## src/rtl/somador_serial_ctrl.sv

```systemverilog
// Bit-serial N-bit adder: one full-adder cell, carry recirculated through a flip-flop, LSB first.
// Optional subtraction (port sub, B inverted with carry-in 1) when SOMADOR_SUB_EN is defined.

module somador_1bit (
  input  logic A,
  input  logic B,
  input  logic Te,
  output logic S,
  output logic Ts
);
  assign S  = A ^ B ^ Te;
  assign Ts = (A & B) | (Te & (A ^ B));
endmodule

module somador_serial_ctrl #(
  parameter int N = 8
) (
  input  logic         clk,
  input  logic         rst,
  input  logic         inicio,
  input  logic [N-1:0] A,
  input  logic [N-1:0] B,
`ifdef SOMADOR_SUB_EN
  input  logic         sub,
`endif
  output logic [N-1:0] S,
  output logic         Ts,
  output logic         ocupado,
  output logic         pronto
);
  localparam int CW = $clog2(N) + 1;

  typedef enum logic [1:0] {OCIOSO, CALCULA, FIM} estado_t;

  estado_t         state_reg, state_next;
  logic [N-1:0]    ra_reg, rb_reg;
  logic [N-2:0]    rs_reg;
  logic            carry_reg;
  logic [CW-1:0]   cnt_reg;
  logic [N-1:0]    s_reg;
  logic            ts_reg;
  logic            cell_s, cell_ts;
  logic [N-1:0]    sum_full;
  logic            last_bit;
  logic            sub_sel;

`ifdef SOMADOR_SUB_EN
  assign sub_sel = sub;
`else
  assign sub_sel = 1'b0;
`endif

  somador_1bit u_cell (
    .A  (ra_reg[0]),
    .B  (rb_reg[0]),
    .Te (carry_reg),
    .S  (cell_s),
    .Ts (cell_ts)
  );

  // Previously produced bits plus the bit being produced this cycle.
  assign sum_full = {cell_s, rs_reg};
  assign last_bit = (cnt_reg == CW'(N - 1));

  always_ff @(posedge clk or posedge rst) begin
    if (rst) begin
      state_reg <= OCIOSO;
    end else begin
      state_reg <= state_next;
    end
  end

  always_comb begin
    state_next = state_reg;
    ocupado    = 1'b0;
    pronto     = 1'b0;
    case (state_reg)
      OCIOSO:  if (inicio) state_next = CALCULA;
      CALCULA: begin
        ocupado = 1'b1;
        if (last_bit) state_next = FIM;
      end
      FIM: begin
        pronto     = 1'b1;
        state_next = OCIOSO;
      end
      default: state_next = OCIOSO;
    endcase
  end

  always_ff @(posedge clk or posedge rst) begin
    if (rst) begin
      ra_reg    <= '0;
      rb_reg    <= '0;
      rs_reg    <= '0;
      carry_reg <= 1'b0;
      cnt_reg   <= '0;
      s_reg     <= '0;
      ts_reg    <= 1'b0;
    end else begin
      case (state_reg)
        OCIOSO: begin
          if (inicio) begin
            ra_reg    <= A;
            rb_reg    <= sub_sel ? ~B : B;
            carry_reg <= sub_sel;
            cnt_reg   <= '0;
          end
        end
        CALCULA: begin
          ra_reg    <= ra_reg >> 1;
          rb_reg    <= rb_reg >> 1;
          rs_reg    <= sum_full[N-1:1];
          carry_reg <= cell_ts;
          cnt_reg   <= cnt_reg + 1'b1;
          if (last_bit) begin
            s_reg  <= sum_full;
            ts_reg <= cell_ts;
          end
        end
        default: ;
      endcase
    end
  end

  assign S  = s_reg;
  assign Ts = ts_reg;
endmodule

```

## config.mk

```make
export PLATFORM = sky130hd
export DESIGN_NAME = somador_serial_ctrl
export DESIGN_NICKNAME = d
export VERILOG_FILES = /design/src/rtl/somador_serial_ctrl.sv
export SDC_FILE = /design/constraint.sdc
export NUM_CORES = 1
export LEC_CHECK = 0
export CORE_ASPECT_RATIO = 0.8
export CORE_MARGIN = 2
export CORE_UTILIZATION = 53
export CTS_BUF_LIST = sky130_fd_sc_hd__clkbuf_4
export CTS_CLUSTER_DIAMETER = 200
export CTS_CLUSTER_SIZE = 28
export DETAILED_ROUTE_END_ITERATION = 10
export PLACE_DENSITY_LB_ADDON = 0.12
export SLEW_MARGIN = 20
export SYNTH_ARGS = -nofsm -noshare
export SYNTH_HDL_FRONTEND = slang
export SYNTH_SLANG_ARGS = --single-unit
```

## constraint.sdc

```tcl
create_clock -name clk -period 2.05 [get_ports clk]
set_input_delay 0.41 -clock clk [delete_from_list [all_inputs] [get_ports clk]]
set_output_delay 0.41 -clock clk [all_outputs]
set_load 0.1 [all_outputs]
```

==> results.txt, run 1 <==
#FFs+latches synth -> 39
Largest net degree at the start of global routing -> 40
Detailed Route Iter0 Violations -> 91
Final setup fails -> 0
Clock slew at reported path FFs -> 0.11 ns
CP Max Fanout -> 8
CTS Buffer Depth -> 2
Worst Max-Slew Pin Slew -> 0.5078 ns
CTS sink cnt -> 39
DR WL/cell -> 13.96 um
Cells taking the most area after synthesis -> dfrtp_1 59%, nand2_1 8.7%, a22oi_1 6.8%, mux2_2 6.2%, o21ai_0 5.2%
Net count after synthesis -> 173
Area Overhead vs Synth -> 25.27%
Asr flop ratio synth -> 100.0%
Final min period -> 1.849 ns
Gr usage total -> 20.11%
Tcrit/Tclk final -> 90.20%
Most common cell in the netlist -> dfrtp_1
Clock H-tree levels -> 2
Mapped Area -> 0.001644 sq mm
GP Congestion -> 0.7227
Antenna-violating nets left -> 0
Core Area -> 0.003018 sq mm
DRC -> 0
Pwr Density -> 1698 mW/mm^2
Mean Syn Cell Area -> 10.82 sq um
Die Area -> 0.003566 sq mm
Global-route wire length before repair -> 5319 um
Vias per cell -> 5.425
Met2 Use GR -> 31.83%
Final hold violations -> 0
Syn. warnings -> 0
Status -> complete, no violations
Setup TNS -> 0 ns
Drt total wl -> 3183 um
Skew final -> 0.008931 ns
Crit path launch type -> flip-flop
CP Class -> reg -> out
Ant. Diodes -> 0
HP Class -> in -> async
Chip height -> 53.82 um
GRT Max-Usage Layer -> met2
Post-synth EDFFs -> 0
Crit path max-delay family -> buffers and inverters
Worst path required time -> 1.64 ns
Fmax -> 540.8 MHz
Root Driver -> clkbuf_4
VDD IR max -> 1.331 mV
Pre-Repair DR Iteration Count -> 4
WHS -> 0.4819 ns
Most used DFF post-synth -> dfrtp_1
Total grt overflow -> 0
Syn Inst Count -> 152
Sequential area share after synthesis -> 59.36%
Die W -> 66.27 um
Largest area contributor in the netlist -> dfrtp_1
Setup Buffers After CTS -> 0
Max-Slew Margin vs Limit -> 66.04%
Commonest cells in the netlist -> 39 x dfrtp_1, 38 x nand2_1, 17 x o21ai_0, 15 x a22oi_1, 9 x mux2_2
Post-cts resize count -> 0
CTS tree -> built
Crit path buf inv count -> 3
Final Max Tran Viols -> 0
Layout cells sized above 1 -> 20.21%
MaxCap Viol Count -> 0
CTS Hold Bufs -> 0
Nets -> 208
Number of global-route vias before repair -> 1174
Crit path cell chain -> nand2b_1 -> buf_4 -> inv_1 -> buf_12
PortBufs -> 29
Initial Util -> 54.48%
Met3 usage -> 5.439%
Rows -> 18
Via Count -> 1237
Crit path DAT -> 1.44 ns
Routing usage on met1 -> 28.12%
Post-detail-place hpwl -> 2250 um
RSZ-0062 raised after global routing -> no
Slowest-stage cell, CP -> dfrtp_1
CTS Buf Count -> 5
Crit path largest cell delay -> 0.39 ns
Clock network latency to the later pin of the worst-skew pair -> 0.32 ns
Ports -> 30
Leakage -> 0.9520 nW
Synth top area share -> 59.36%
Unique cell type count in the Yosys netlist -> 22
Initial antenna violation count -> 0
CP Capture Type -> primary output
logic make-up (layout without fill, tap and decap cells):
logic type	Yosys count	count (layout)	share of synthesized area [%]
fa+ha+maj	2	2	1.979
mux	10	10	6.773
compound gates	40	40	15.53
buf+inv	12	48	3.272
flops	39	39	59.36
simple gates	49	49	13.09
metrics by stage:
step	cell area, sq um	worst slack, ns	std cells	util, %	total power (W)
3_3_place_gp	2002	0.4608	220	66.34	0.003061
6_report	2059	0.2009	228	68.24	0.003497
4_1_cts	2059	0.1888	228	68.24	0.003516
3_5_place_dp	2002	0.3682	220	66.34	0.003126
2_1_floorplan	1647	0.1140	152	-	0.002628
5_1_grt	2059	0.1418	228	68.24	0.003738
cell type report:
type	instances	area [sq um]
Tap cell	40	50.05
Inverter	3	11.26
Fill cell	240	958.4
Timing Repair Buffer	37	347.8
Clock buffer	7	52.55
Multi-Input combinational cell	101	616.8
Clock inverter	1	5.005
Sequential cell	39	975.9
cells in the final DEF (no fill, tap or decap):
master	n
and2_1	1
o21ai_0	17
ha_1	1
nand2b_1	1
buf_4	17
nor2b_2	1
a22o_1	2
a32o_1	1
inv_1	3
a21oi_1	3
nand3_1	1
dfrtp_1	39
clkinv_2	1
nor2b_1	4
fa_1	1
mux2_2	9
a22oi_1	15
mux2i_1	1
o31ai_1	1
clkbuf_4	7
o21bai_1	1
buf_12	2
nor2_1	2
clkdlybuf4s50_1	18
nand2_1	38
nor3_4	1
worst paths after layout:
| kind | from | endpoint | slack [ns] | depth (start not counted) |
|---|---|---|---|---|
| worst max-delay path | state_reg[1] | ocupado | 0.20 | 4 |
| worst min-delay path | rst | S[2] | 0.48 | 3 |
| worst max register to register | cnt_reg[0] | S[7] | 0.41 | 4 |
| worst min register to register | rs_reg[0] | rs_reg[0] | 0.48 | 2 |
| max in group asynchronous | rst | ra_reg[7] | 1.24 | 3 |
| min in group clk | rs_reg[0] | rs_reg[0] | 0.48 | 2 |
tightest hold or removal path: stages:
cell and delay [ns]:
clkdlybuf4s50_1 0.39, inv_1 0.05, buf_4 0.40
report_power, final:
part           internal [W]  switching [W]  leakage [nW]  total, W
combinational      0.000588        0.00124         0.410   0.00182
clock              0.000160       0.000227        0.0361  0.000387
sequential          0.00108       0.000203         0.506   0.00129
total               0.00183        0.00167         0.952   0.00350
routing by layer:
layer	vias to the layer above	wire length, um
met1	613	1511
met3	2	121
met5	-	0
met4	0	14
li1	596	-
met2	26	1535
No activity file was read; power rests on OpenSTA's default activity.
==> run 2: changes to the inputs <==
--- a/config.mk
+++ b/config.mk
@@ -12,8 +12,10 @@
 export CTS_CLUSTER_DIAMETER = 200
 export CTS_CLUSTER_SIZE = 28
 export DETAILED_ROUTE_END_ITERATION = 10
+export GPL_ROUTABILITY_DRIVEN = 0
 export PLACE_DENSITY_LB_ADDON = 0.12
 export SLEW_MARGIN = 20
 export SYNTH_ARGS = -nofsm -noshare
 export SYNTH_HDL_FRONTEND = slang
+export SYNTH_HIERARCHICAL = 1
 export SYNTH_SLANG_ARGS = --single-unit
==> run 2 against run 1 <==
Effect of this change: synthesized cell count rose by 0.66%; sequential share of layout area fell by 1.1 points; worst setup slack got worse by 0.098 ns; flip-flop and latch count unchanged; die area is 0.28% higher; sequential power hardly changed; combinational power about the same; hold slack worse by 0.018 ns; global-route usage down 0.093 points; utilization up 1.7 points; critical path type unchanged.
==> results.txt, run 2 <==
CTS tree -> built
Leakage -> 0.9706 nW (+2.0%)
Clock H-tree levels -> 2 (unchanged)
Most common cell in the netlist -> dfrtp_1
Final hold violations -> 0 (unchanged)
Pwr Density -> 1770 mW/mm^2 (+4.3%)
Syn Inst Count -> 153 (+0.66%)
MaxCap Viol Count -> 0 (unchanged)
Via Count -> 1203 (-2.7%)
CTS Buffer Depth -> 2 (unchanged)
Final setup fails -> 0 (unchanged)
Mapped Area -> 0.001649 sq mm (+0.30%)
Most common library cell in the layout ignoring fill and taps -> dfrtp_1
Skew final -> 0.01255 ns (+0.003621 ns)
Post-synthesis mux area share -> 6.753% (-0.021 points)
CP Capture Type -> primary output
Total grt overflow -> 0 (unchanged)
Asr flop ratio synth -> 100.0% (unchanged)
Crit path launch type -> flip-flop
Drt total wl -> 3304 um (+3.8%)
Gr usage total -> 20.02% (-0.093 points)
Crit path DAT -> 1.54 ns (+0.10 ns)
Tcrit/Tclk final -> 95.00% (+4.8 points)
Simple-gate portion of the synthesized area -> 13.43% (+0.34 points)
Most used DFF post-synth -> dfrtp_1
RSZ-0062 raised after global routing -> no
Ports -> 30 (unchanged)
Final Max Tran Viols -> 0 (unchanged)
Compound-Gate Fraction of Synth Area -> 15.40% (-0.12 points)
Vias per cell -> 5.300 (-2.3%)
VDD IR max -> 1.047 mV (-21%)
Layout cells sized above 1 -> 19.25% (-0.96 points)
CP Max Fanout -> 11 (+3)
Setup Buffers After CTS -> 0 (unchanged)
Post-detail-place hpwl -> 2256 um (+0.27%)
Status -> complete, no violations
Rows -> 18 (unchanged)
Root Driver -> clkbuf_4
Pre-Repair DR Iteration Count -> 4 (unchanged)
Largest area contributor in the netlist -> dfrtp_1
Global-route wire length before repair -> 5085 um (-4.4%)
Max-Slew Margin vs Limit -> 66.83% (+0.79 points)
Sequential area share after synthesis -> 59.18% (-0.18 points)
Clock network latency to the later pin of the worst-skew pair -> 0.35 ns (+0.03 ns)
Synth Area in Adders -> 1.973% (-0.0060 points)
Chip height -> 53.89 um (+0.14%)
Initial Util -> 54.64% (+0.17 points)
Die Area -> 0.003576 sq mm (+0.28%)
Mean Syn Cell Area -> 10.78 sq um (-0.35%)
Initial antenna violation count -> 0 (unchanged)
Setup TNS -> 0 ns (unchanged)
Detailed Route Iter0 Violations -> 118 (+30%)
Final worst slack -> 0.1025 ns (-0.09842 ns)
Nets -> 207 (-0.48%)
DRC -> 0 (unchanged)
Net count after synthesis -> 174 (+0.58%)
Post-synth EDFFs -> 0 (unchanged)
Pre-CTS WS -> 0.2538 ns (-0.1144 ns)
Area Overhead vs Synth -> 27.92%
Post-Synth XOR/XNOR Area -> 0% (unchanged)
DR WL/cell -> 14.56 um (+4.3%)
#FFs+latches synth -> 39 (unchanged)
Ant. Diodes -> 0 (unchanged)
CP Class -> reg -> out
Largest family of logic cells by synthesized area -> compound AO/OA/AOI/OAI gates
Worst Max-Slew Pin Slew -> 0.4960 ns (-0.01186 ns)
Core Area -> 0.003018 sq mm (unchanged)
Highest-count cells in the layout ignoring fill and taps -> 39 x dfrtp_1, 38 x nand2_1, 18 x clkdlybuf4s50_1
Largest net degree at the start of global routing -> 40 (unchanged)
Cells taking the most area after synthesis -> dfrtp_1 59%, nand2_1 8.6%, a22oi_1 6.4%, mux2_2 6.1%, o21ai_0 5.2%
Number of global-route vias before repair -> 1063 (-9.5%)
CTS sink cnt -> 39 (unchanged)
Fmax -> 513.5 MHz (-5.1%)
Syn. warnings -> 6 (+6)
Antenna-violating nets left -> 0 (unchanged)
HP Class -> in -> async
Post-cts resize count -> 0 (unchanged)
Worst path required time -> 1.64 ns (about the same)
Unique cell type count in the Yosys netlist -> 23 (+4.5%)
Clock slew at reported path FFs -> 0.12 ns (about the same)
Commonest cells in the netlist -> 39 x dfrtp_1, 38 x nand2_1, 17 x o21ai_0, 14 x a22oi_1, 9 x mux2_2
PortBufs -> 29 (unchanged)
Die W -> 66.37 um (+0.14%)
Synth top area share -> 59.18% (-0.18 points)
CTS Hold Bufs -> 0 (unchanged)
Final min period -> 1.947 ns (+0.09842 ns)
CTS Buf Count -> 5 (unchanged)
-- run 2: area by class of cell --
type	instances	area (sq um)
flip-flops and latches	39	975.9
clock inverters	2	60.06
inverters	3	11.26
fillers	223	908.4
clock buffers	6	45.04
repair buffers	35	345.3
well taps	40	50.05
multi-input cells	102	621.8
-- run 2: path summary, 6_finish.rpt --
check                             start    endpoint  slack [ns]  depth (start not counted)
setup / recovery           state_reg[1]     ocupado        0.10                          3
hold / removal                      rst  cnt_reg[3]        0.46                          3
setup reg to reg             cnt_reg[0]          Ts        0.41                          4
hold reg to reg               rs_reg[0]   rs_reg[0]        0.49                          2
max in group asynchronous           rst   ra_reg[0]        1.25                          3
min in group clk              rs_reg[0]   rs_reg[0]        0.49                          2
-- run 2: metal layers --
layer | up-vias | wire length [um] | global-route usage (%)
met3 | 8 | 190 | 4.393
met1 | 577 | 1567 | 28.14
met5 | - | 0 | 0
li1 | 589 | - | -
met2 | 29 | 1490 | 29.50
met4 | 0 | 55 | 10.20
-- run 2: kinds of logic after synthesis --
kind of cell               after synthesis
buffers and inverters                   12
muxes                                   10
DFF                                     39
adders and majority gates                2
and+or+nand+nor                         50
AOI/OAI and AO/OA                       40
-- run 2: metrics by stage --
| stage | util [%] | cell area (sq um) | total power (W) | cells | hold WS [ns] |
|---|---|---|---|---|---|
| 2_1_floorplan | - | 1652 | 0.002623 | 153 | 0.4402 |
| 3_3_place_gp | 66.42 | 2004 | 0.003051 | 219 | 0.4525 |
| 3_5_place_dp | 66.42 | 2004 | 0.003120 | 219 | 0.4640 |
| 4_1_cts | 69.90 | 2110 | 0.003762 | 227 | 0.4696 |
| 5_1_grt | 69.90 | 2110 | 0.003954 | 227 | 0.5176 |
| 6_report | 69.90 | 2110 | 0.003735 | 227 | 0.4640 |
-- run 2: power by group --
part	internal (W)	leakage, nW	switching [W]	total [W]
clock	0.000394	0.0559	0.000250	0.000644
combinational	0.000578	0.409	0.00122	0.00180
sequential	0.00108	0.506	0.000213	0.00129
-- run 2: worst max-delay path, cell delays in order, from the launching register on --
cell      delay, ns
dfrtp_1        0.39
nand2b_1       0.21
inv_1          0.35
buf_12         0.23
